$ cat config.mk
export PLATFORM = sky130hd
export DESIGN_NAME = prbs_tx_flat
export DESIGN_NICKNAME = d
export VERILOG_FILES = /design/src/rtl/prbs_tx_if.sv /design/src/rtl/prbs_tx.sv /design/src/flat_wrapper.sv
export SDC_FILE = /design/constraint.sdc
export NUM_CORES = 1
export LEC_CHECK = 0
export CORE_UTILIZATION = 47
export DETAILED_ROUTE_END_ITERATION = 10
export PLACE_DENSITY = 0.86
export SETUP_SLACK_MARGIN = 0.5
export SYNTH_ARGS = -nofsm -noshare
export SYNTH_HDL_FRONTEND = slang
export SYNTH_SLANG_ARGS = --single-unit
$ cat constraint.sdc
create_clock -name CLK -period 2.3 [get_ports CLK]
set_input_delay 0.23 -clock CLK [delete_from_list [all_inputs] [get_ports CLK]]
set_output_delay 0.23 -clock CLK [all_outputs]
set_load 0.02 [all_outputs]
$ cat src/rtl/prbs_tx_if.sv
// Valid/ready byte stream of the PRBS pattern transmitter. It carries the
// clean reference byte and the possibly corrupted byte driven onto the link.
interface prbs_tx_if;
   logic       valid_o;
   logic       ready_i;
   logic [7:0] sent_data;
   logic [7:0] tx_data;

   modport master (output valid_o, sent_data, tx_data, input ready_i);
   modport slave  (input valid_o, sent_data, tx_data, output ready_i);
endinterface

$ cat src/rtl/prbs_tx.sv
// Paced PRBS-15 (x^15+x^14+1) byte transmitter with a valid/ready handshake.
// It can flip one bit in every ERR_PERIOD-th accepted byte.
module prbs_tx #(
   parameter logic [14:0] SEED        = 15'h7FFF,
   parameter logic [31:0] BYTE_PERIOD = 32'd1,
   parameter logic [31:0] ERR_PERIOD  = 32'd0
) (
   input  logic        CLK,
   input  logic        RST,
   input  logic        enable,
   input  logic        restart,
   prbs_tx_if.master   bus,
   output logic [31:0] byte_count,
   output logic [31:0] inj_count
);

   localparam logic [14:0] SEED_EFF = (SEED == 15'd0) ? 15'h7FFF : SEED;
   localparam logic [31:0] GAP_LOAD = BYTE_PERIOD - 32'd1;
   localparam logic [31:0] ERR_LAST = ERR_PERIOD - 32'd1;
   localparam logic        INJ_ON   = (ERR_PERIOD != 32'd0);
   localparam logic        PACED    = (BYTE_PERIOD > 32'd1);

   typedef enum logic [1:0] {
      IDLE,
      PRESENT,
      GAP
   } state_t;

   state_t      r_state;
   logic        r_valid;
   logic [14:0] r_lfsr;
   logic [31:0] r_gap_cnt;
   logic [31:0] r_byte_cnt;
   logic [31:0] r_inj_cnt;
   logic [31:0] r_err_cnt;
   logic [2:0]  r_err_bit;

   logic [14:0] w_lfsr_next;
   logic [7:0]  w_prbs_byte;
   logic        w_accept;
   logic        w_corrupt;
   logic [7:0]  w_err_mask;

   // Eight serial LFSR steps unrolled. The first feedback bit lands in the
   // MSB of the byte. Returns {state after 8 steps, byte}.
   function automatic logic [22:0] lfsr_step8(input logic [14:0] s);
      logic [14:0] st;
      logic [7:0]  b;
      logic        fb;
      st = s;
      b  = 8'h00;
      for (int i = 0; i < 8; i++) begin
         fb = st[14] ^ st[13];
         st = {st[13:0], fb};
         b  = {b[6:0], fb};
      end
      return {st, b};
   endfunction

   assign {w_lfsr_next, w_prbs_byte} = lfsr_step8(r_lfsr);

   assign w_accept   = r_valid && bus.ready_i;
   assign w_corrupt  = INJ_ON && (r_err_cnt == ERR_LAST);
   assign w_err_mask = w_corrupt ? (8'h01 << r_err_bit) : 8'h00;

   assign bus.valid_o   = r_valid;
   assign bus.sent_data = w_prbs_byte;
   assign bus.tx_data   = w_prbs_byte ^ w_err_mask;
   assign byte_count    = r_byte_cnt;
   assign inj_count     = r_inj_cnt;

   // NOTE: all state uses non-blocking assignments, so every branch below reads
   // the values from before this edge. The order of the statements does not matter.
   always_ff @(posedge CLK or negedge RST) begin
      if (!RST) begin
         r_state    <= IDLE;
         r_valid    <= 1'b0;
         r_lfsr     <= SEED_EFF;
         r_gap_cnt  <= 32'd0;
         r_byte_cnt <= 32'd0;
         r_inj_cnt  <= 32'd0;
         r_err_cnt  <= 32'd0;
         r_err_bit  <= 3'd0;
      end else if (restart) begin
         r_state    <= IDLE;
         r_valid    <= 1'b0;
         r_lfsr     <= SEED_EFF;
         r_gap_cnt  <= 32'd0;
         r_byte_cnt <= 32'd0;
         r_inj_cnt  <= 32'd0;
         r_err_cnt  <= 32'd0;
         r_err_bit  <= 3'd0;
      end else begin
         if (r_lfsr == 15'd0) begin
            r_lfsr <= 15'h7FFF;
         end else if (w_accept) begin
            r_lfsr <= w_lfsr_next;
         end

         if (w_accept) begin
            r_byte_cnt <= r_byte_cnt + 32'd1;
            if (w_corrupt) begin
               r_err_cnt <= 32'd0;
               r_err_bit <= r_err_bit + 3'd1;
               r_inj_cnt <= r_inj_cnt + 32'd1;
            end else begin
               r_err_cnt <= r_err_cnt + 32'd1;
            end
         end

         case (r_state)
            IDLE: begin
               if (enable) begin
                  r_state <= PRESENT;
                  r_valid <= 1'b1;
               end
            end
            PRESENT: begin
               // A byte that is already presented stays valid until it is taken,
               // even when enable drops.
               if (w_accept) begin
                  if (!enable) begin
                     r_state <= IDLE;
                     r_valid <= 1'b0;
                  end else if (PACED) begin
                     r_state   <= GAP;
                     r_valid   <= 1'b0;
                     r_gap_cnt <= GAP_LOAD;
                  end
               end
            end
            GAP: begin
               if (!enable) begin
                  r_state   <= IDLE;
                  r_gap_cnt <= 32'd0;
               end else if (r_gap_cnt == 32'd1) begin
                  r_state   <= PRESENT;
                  r_valid   <= 1'b1;
                  r_gap_cnt <= 32'd0;
               end else begin
                  r_gap_cnt <= r_gap_cnt - 32'd1;
               end
            end
            default: begin
               r_state <= IDLE;
               r_valid <= 1'b0;
            end
         endcase
      end
   end

endmodule

$ cat src/flat_wrapper.sv
// flat-port wrapper written by rule: the top's interface ports become plain ports
module prbs_tx_flat 
#(
   parameter logic [14:0] SEED        = 15'h7FFF,
   parameter logic [31:0] BYTE_PERIOD = 32'd1,
   parameter logic [31:0] ERR_PERIOD  = 32'd0
)
  (CLK, RST, enable, restart, byte_count, inj_count, bus_valid_o, bus_sent_data, bus_tx_data, bus_ready_i);
  prbs_tx_if bus_i ();
  input  logic CLK;
  input  logic RST;
  input  logic enable;
  input  logic restart;
  output logic [31:0] byte_count;
  output logic [31:0] inj_count;
  output wire logic [$bits(bus_i.valid_o)-1:0] bus_valid_o;
  output wire logic [$bits(bus_i.sent_data)-1:0] bus_sent_data;
  output wire logic [$bits(bus_i.tx_data)-1:0] bus_tx_data;
  input wire logic [$bits(bus_i.ready_i)-1:0] bus_ready_i;
  assign bus_valid_o = bus_i.valid_o;
  assign bus_sent_data = bus_i.sent_data;
  assign bus_tx_data = bus_i.tx_data;
  assign bus_i.ready_i = bus_ready_i;
  prbs_tx #(.SEED(SEED), .BYTE_PERIOD(BYTE_PERIOD), .ERR_PERIOD(ERR_PERIOD)) u_core (.CLK(CLK), .RST(RST), .enable(enable), .restart(restart), .bus(bus_i), .byte_count(byte_count), .inj_count(inj_count));
endmodule
==> impl.org <==
** Clock network
- Maximum clock path buffer count :: 2
- Buffers inserted during clock tree synthesis total 5.
- Clock latency on the worst-skew pair, taken at its later pin, is 0.30 ns.
- The cell sitting at the root of the clock tree is a sky130_fd_sc_hd__clkbuf_8.
- Clk sink count :: 48
- CTS Hold Bufs :: 0
- Clock transition at the register clock pins on the worst setup and hold paths after CTS :: 0.09 ns
- TritonCTS built the clock tree.
- Clock H-tree levels :: 2

** STA
- Setup violations remaining at the end of the flow were counted as 0.
- For the pin with the worst max-slew slack, the measured transition is 0.759 ns.
- Unrepaired setup endpoints after global routing :: true
- Total count of max-transition violations in the final report :: 0
- Relative slew slack :: 0.494
- Maximum clock rate :: about 530 MHz
- The routed design could run at a clock period as short as around 1.9 ns.
- The count of endpoints failing hold in the final timing report came to 9.
- Adding up every negative setup slack in the final design gives 0 ns.
- Worst clock skew :: approximately 0.0082 ns
- Post-route worst setup slack :: 0.403 ns
- Crit share post-route :: 0.825
- Hold Worst Slack :: -0.0117 ns

** Power
- Internal cell power :: about 1200 uW
- Share of total power consumed by net switching :: 0.288
- Logic gate share of total power :: 0.146
- Of the total power, the clock network draws 0.306.
- Sequential share of power :: 0.548
- In this run the power density over the cells is roughly 470 nW/um^2.
- Switching power :: 467 uW
- VDD IR max :: 0.409 mV
- Leakage power :: 0.00146 uW

** Die
- DIE WIDTH :: roughly 79 um
- For this design the top-level I/O count stands at between 80 and 90.
- The initial utilization of the core area, before any placement, comes to 0.494.
- Die height :: 78.8 um
- The floorplan step defined a die boundary enclosing between 6000 and 7000 sq um.
- In this run the standard cell core region covers 5610 sq um.
- Site Rows :: 27

** GRT
- Entering global routing, the biggest net connects 35 pins.
- The first global-routing pass estimated approximately 10000 um of wire.
- Summed over all layers, the global routing overflow is 0.
- In the global route stage, overall resource usage came out at 0.208.
- Number of antenna violations at the first check in global routing :: 0
- Number of global-route vias before repair :: 2177

** Layout
- The finished layout holds 435 standard cells, fillers aside.
- The number of antenna diodes in the final layout is 0.
- Fraction of layout cells with a size suffix above 1 :: 0.267
- For this run, the post-layout net count is roughly 370.
- Layout Area Growth over Synthesis :: 25.0%

** Yosys
- Share of the yosys chip area belonging to registers :: 0.440
- The share of synthesized area in the top cell type comes to 0.298.
- Synth warn :: 0
- Count of state elements after synthesis :: 48
- Syn Std Cell Area :: approximately 2800 sq um
- Top cells by area in the synthesized netlist :: sky130_fd_sc_hd__dfrtp_1, sky130_fd_sc_hd__dfstp_2, sky130_fd_sc_hd__buf_4, sky130_fd_sc_hd__nand2_1, sky130_fd_sc_hd__a21oi_1
- Counting every instance in the synthesized netlist gives about 300.
- Yosys cell types :: 38
- In this run the mean area of a mapped cell was about 9.3 sq um.
- sky130_fd_sc_hd__dfrtp_1 takes more of the synthesized area than any other cell.

** Drt
- The detailed router finished its first iteration with 194 violations.
- Number of iterations in the first detailed-routing pass :: 4
- Once detail routing completed, the nets flagged for antenna violations numbered 0.
- Routed wire length per instance :: between 15 and 20 um
- The final layout contains routed wiring with a total length of roughly 6600 um.
- Dividing the detail-routed via count by the number of cells gives 5.63.
- The detailed router placed 2447 vias in this run.
- After detailed routing, the number of remaining DRC violations is 0.

** Placement
- Placed cells :: 410
- OpenSTA, run right after detailed placement, puts the worst setup slack at 0.121 ns.
- The count of buffers added on input and output ports is 53.
- Once detailed placement completed, the half-perimeter wirelength came to 4240 um.
- The congestion estimate from routability-driven global placement came to 0.818.

** Worst setup path
- The worst setup path is of the reg -> reg kind.
- In this run the worst path has a maximum fanout of 6.
- Cell depth of the worst flop-to-flop path :: 4
- The worst setup path is captured at a flip-flop.
- Required arrival time at the worst endpoint :: about 2.5 ns
- STA classifies the critical path startpoint as a flip-flop.
- At the worst endpoint, the arrival time is approximately 2.1 ns.

** Min path
- Hold Crit Class :: in -> async

** Outcome
- The flow ran to the end, but the final reports show violations.
- The final reports fail on hold timing.

** Run
- Count of max-cap constraint violations :: 0
layout make-up:
| type | instances | area, sq um |
|---|---|---|
| clock buffers | 7 | 76.3 |
| clock inverters | 1 | 5.00 |
| multi-input cells | 218 | 1350 |
| fillers | 465 | 2140 |
| flip-flops and latches | 48 | 1240 |
| well taps | 72 | 90.1 |
| repair buffers | 77 | 656 |
| inverters | 12 | 45.0 |
stage by stage:
stage / cell area, sq um / power [uW] / utilization
2_1_floorplan: 2920 / 1120 / -
3_3_place_gp: 3220 / 1160 / 0.574
6_report: 3470 / 1620 / 0.618
3_5_place_dp: 3220 / 1160 / 0.574
5_1_grt: 3470 / 1690 / 0.618
4_1_cts: 3350 / 1630 / 0.597
power by group through the flow:
| stage | combinational (uW) | sequential, uW | clock (uW) |
|---|---|---|---|
| 2_1_floorplan | 217 | 903 | 0 |
| 3_3_place_gp | 256 | 902 | 0 |
| 3_5_place_dp | 259 | 903 | 0 |
| 4_1_cts | 240 | 888 | 502 |
| 5_1_grt | 259 | 890 | 540 |
| 6_report | 237 | 888 | 495 |
final timing paths:
check	startpoint	end	slack (ns)
setup / recovery	u_core.byte_count[3]	u_core.byte_count[21]	0.40
hold / removal	RST	u_core.byte_count[1]	-0.01
setup reg to reg	u_core.byte_count[3]	u_core.byte_count[21]	0.40
hold reg to reg	u_core.r_lfsr[0]	u_core.r_lfsr[0]	0.49
max in group asynchronous	RST	u_core.r_lfsr[1]	1.54
min in group CLK	u_core.r_lfsr[0]	u_core.r_lfsr[0]	0.49
repair_timing:
| item | CTS | global route |
|---|---|---|
| pin swaps | 1 | 4 |
| gates cloned | 0 | 1 |
| buffers inserted | 6 | 10 |
| resized for setup | 24 | 32 |
| hold endpoints to repair | 0 | 0 |
| setup endpoints to repair | 30 | 27 |
worst max-delay path, stage by stage (launching register included):
cell and delay [ns]:
sky130_fd_sc_hd__dfrtp_2 0.42, sky130_fd_sc_hd__nand4_1 0.20, sky130_fd_sc_hd__or4_4 0.52, sky130_fd_sc_hd__or4_1 0.53
sky130_fd_sc_hd__a21oi_2 0.15
cells by family after synthesis:
kind of cell	after synthesis	share of synthesized area
multiplexers	1	0.00406
adder cells (fa/ha/maj)	5	0.0226
flip-flops	48	0.440
buffers and inverters	65	0.148
other	1	0.00135
AO/OA/AOI/OAI	53	0.117
XOR/XNOR	14	0.0442
AND/OR/NAND/NOR	112	0.222
cell usage after synthesis:
cell type,number
sky130_fd_sc_hd__inv_1,12
sky130_fd_sc_hd__o31ai_1,13
sky130_fd_sc_hd__clkbuf_1,9
sky130_fd_sc_hd__a21oi_1,22
sky130_fd_sc_hd__or3_1,6
sky130_fd_sc_hd__and2_1,2
sky130_fd_sc_hd__and4_1,6
sky130_fd_sc_hd__and4_2,1
sky130_fd_sc_hd__xnor2_1,3
sky130_fd_sc_hd__and4b_1,1
sky130_fd_sc_hd__nand3_1,12
sky130_fd_sc_hd__xor2_1,11
sky130_fd_sc_hd__or3_2,1
sky130_fd_sc_hd__conb_1,1
sky130_fd_sc_hd__nand2_1,35
sky130_fd_sc_hd__nor2_1,12
sky130_fd_sc_hd__buf_1,1
sky130_fd_sc_hd__nor4_1,1
sky130_fd_sc_hd__ha_1,5
sky130_fd_sc_hd__nand3_2,1
sky130_fd_sc_hd__dfstp_2,15
sky130_fd_sc_hd__buf_6,1
sky130_fd_sc_hd__and3_1,1
sky130_fd_sc_hd__and2_2,1
sky130_fd_sc_hd__nand4_1,14
sky130_fd_sc_hd__or4_1,14
sky130_fd_sc_hd__nor4b_1,1
sky130_fd_sc_hd__nor2b_1,1
sky130_fd_sc_hd__nor3_1,1
sky130_fd_sc_hd__o21ai_0,7
sky130_fd_sc_hd__o211ai_1,10
sky130_fd_sc_hd__mux2_2,1
sky130_fd_sc_hd__and3_2,1
sky130_fd_sc_hd__dfrtp_1,33
sky130_fd_sc_hd__a31oi_1,1
sky130_fd_sc_hd__buf_4,40
sky130_fd_sc_hd__buf_2,1
sky130_fd_sc_hd__dlymetal6s2s_1,1
per-layer routing:
metal	wire, um	up-vias	global-route usage	part of all wire
li1	-	1126	-	-
met1	2710	1207	0.272	0.41
met2	3360	106	0.357	0.51
met3	394	8	0.0379	0.060
met4	84	0	0.0481	0.013
met5	0	-	0	0
cells in the final DEF, fill, tap and decap left out, types with 4 or more instances in the layout:
| cell type | synthesis | routed |
|---|---|---|
| sky130_fd_sc_hd__or4_1 | 14 | 10 |
| sky130_fd_sc_hd__nor2_1 | 12 | 12 |
| sky130_fd_sc_hd__dfrtp_1 | 33 | 15 |
| sky130_fd_sc_hd__a21oi_2 | 0 | 4 |
| sky130_fd_sc_hd__a21oi_1 | 22 | 18 |
| sky130_fd_sc_hd__and4_4 | 0 | 4 |
| sky130_fd_sc_hd__buf_4 | 40 | 24 |
| sky130_fd_sc_hd__or4_4 | 0 | 5 |
| sky130_fd_sc_hd__nand3_1 | 12 | 11 |
| sky130_fd_sc_hd__clkbuf_2 | 0 | 8 |
| sky130_fd_sc_hd__clkbuf_8 | 0 | 5 |
| sky130_fd_sc_hd__clkdlybuf4s50_1 | 0 | 36 |
| sky130_fd_sc_hd__or3_1 | 6 | 6 |
| sky130_fd_sc_hd__nand2_1 | 35 | 35 |
| sky130_fd_sc_hd__o21ai_0 | 7 | 7 |
| sky130_fd_sc_hd__dfrtp_2 | 0 | 18 |
| sky130_fd_sc_hd__dlygate4sd2_1 | 0 | 8 |
| sky130_fd_sc_hd__nand4_1 | 14 | 14 |
| sky130_fd_sc_hd__o211ai_1 | 10 | 10 |
| sky130_fd_sc_hd__o31ai_1 | 13 | 10 |
| sky130_fd_sc_hd__ha_1 | 5 | 5 |
| sky130_fd_sc_hd__xor2_1 | 11 | 11 |
| sky130_fd_sc_hd__inv_1 | 12 | 11 |
| sky130_fd_sc_hd__dfstp_2 | 15 | 15 |
| sky130_fd_sc_hd__conb_1 | 1 | 32 |
sequential cells by signal, indices dropped and copies added (netlist names):
register	count
u_core.byte_count	32
u_core.r_lfsr	15
u_core.r_state	1
Note: power is estimated with default switching activity, not from simulation.
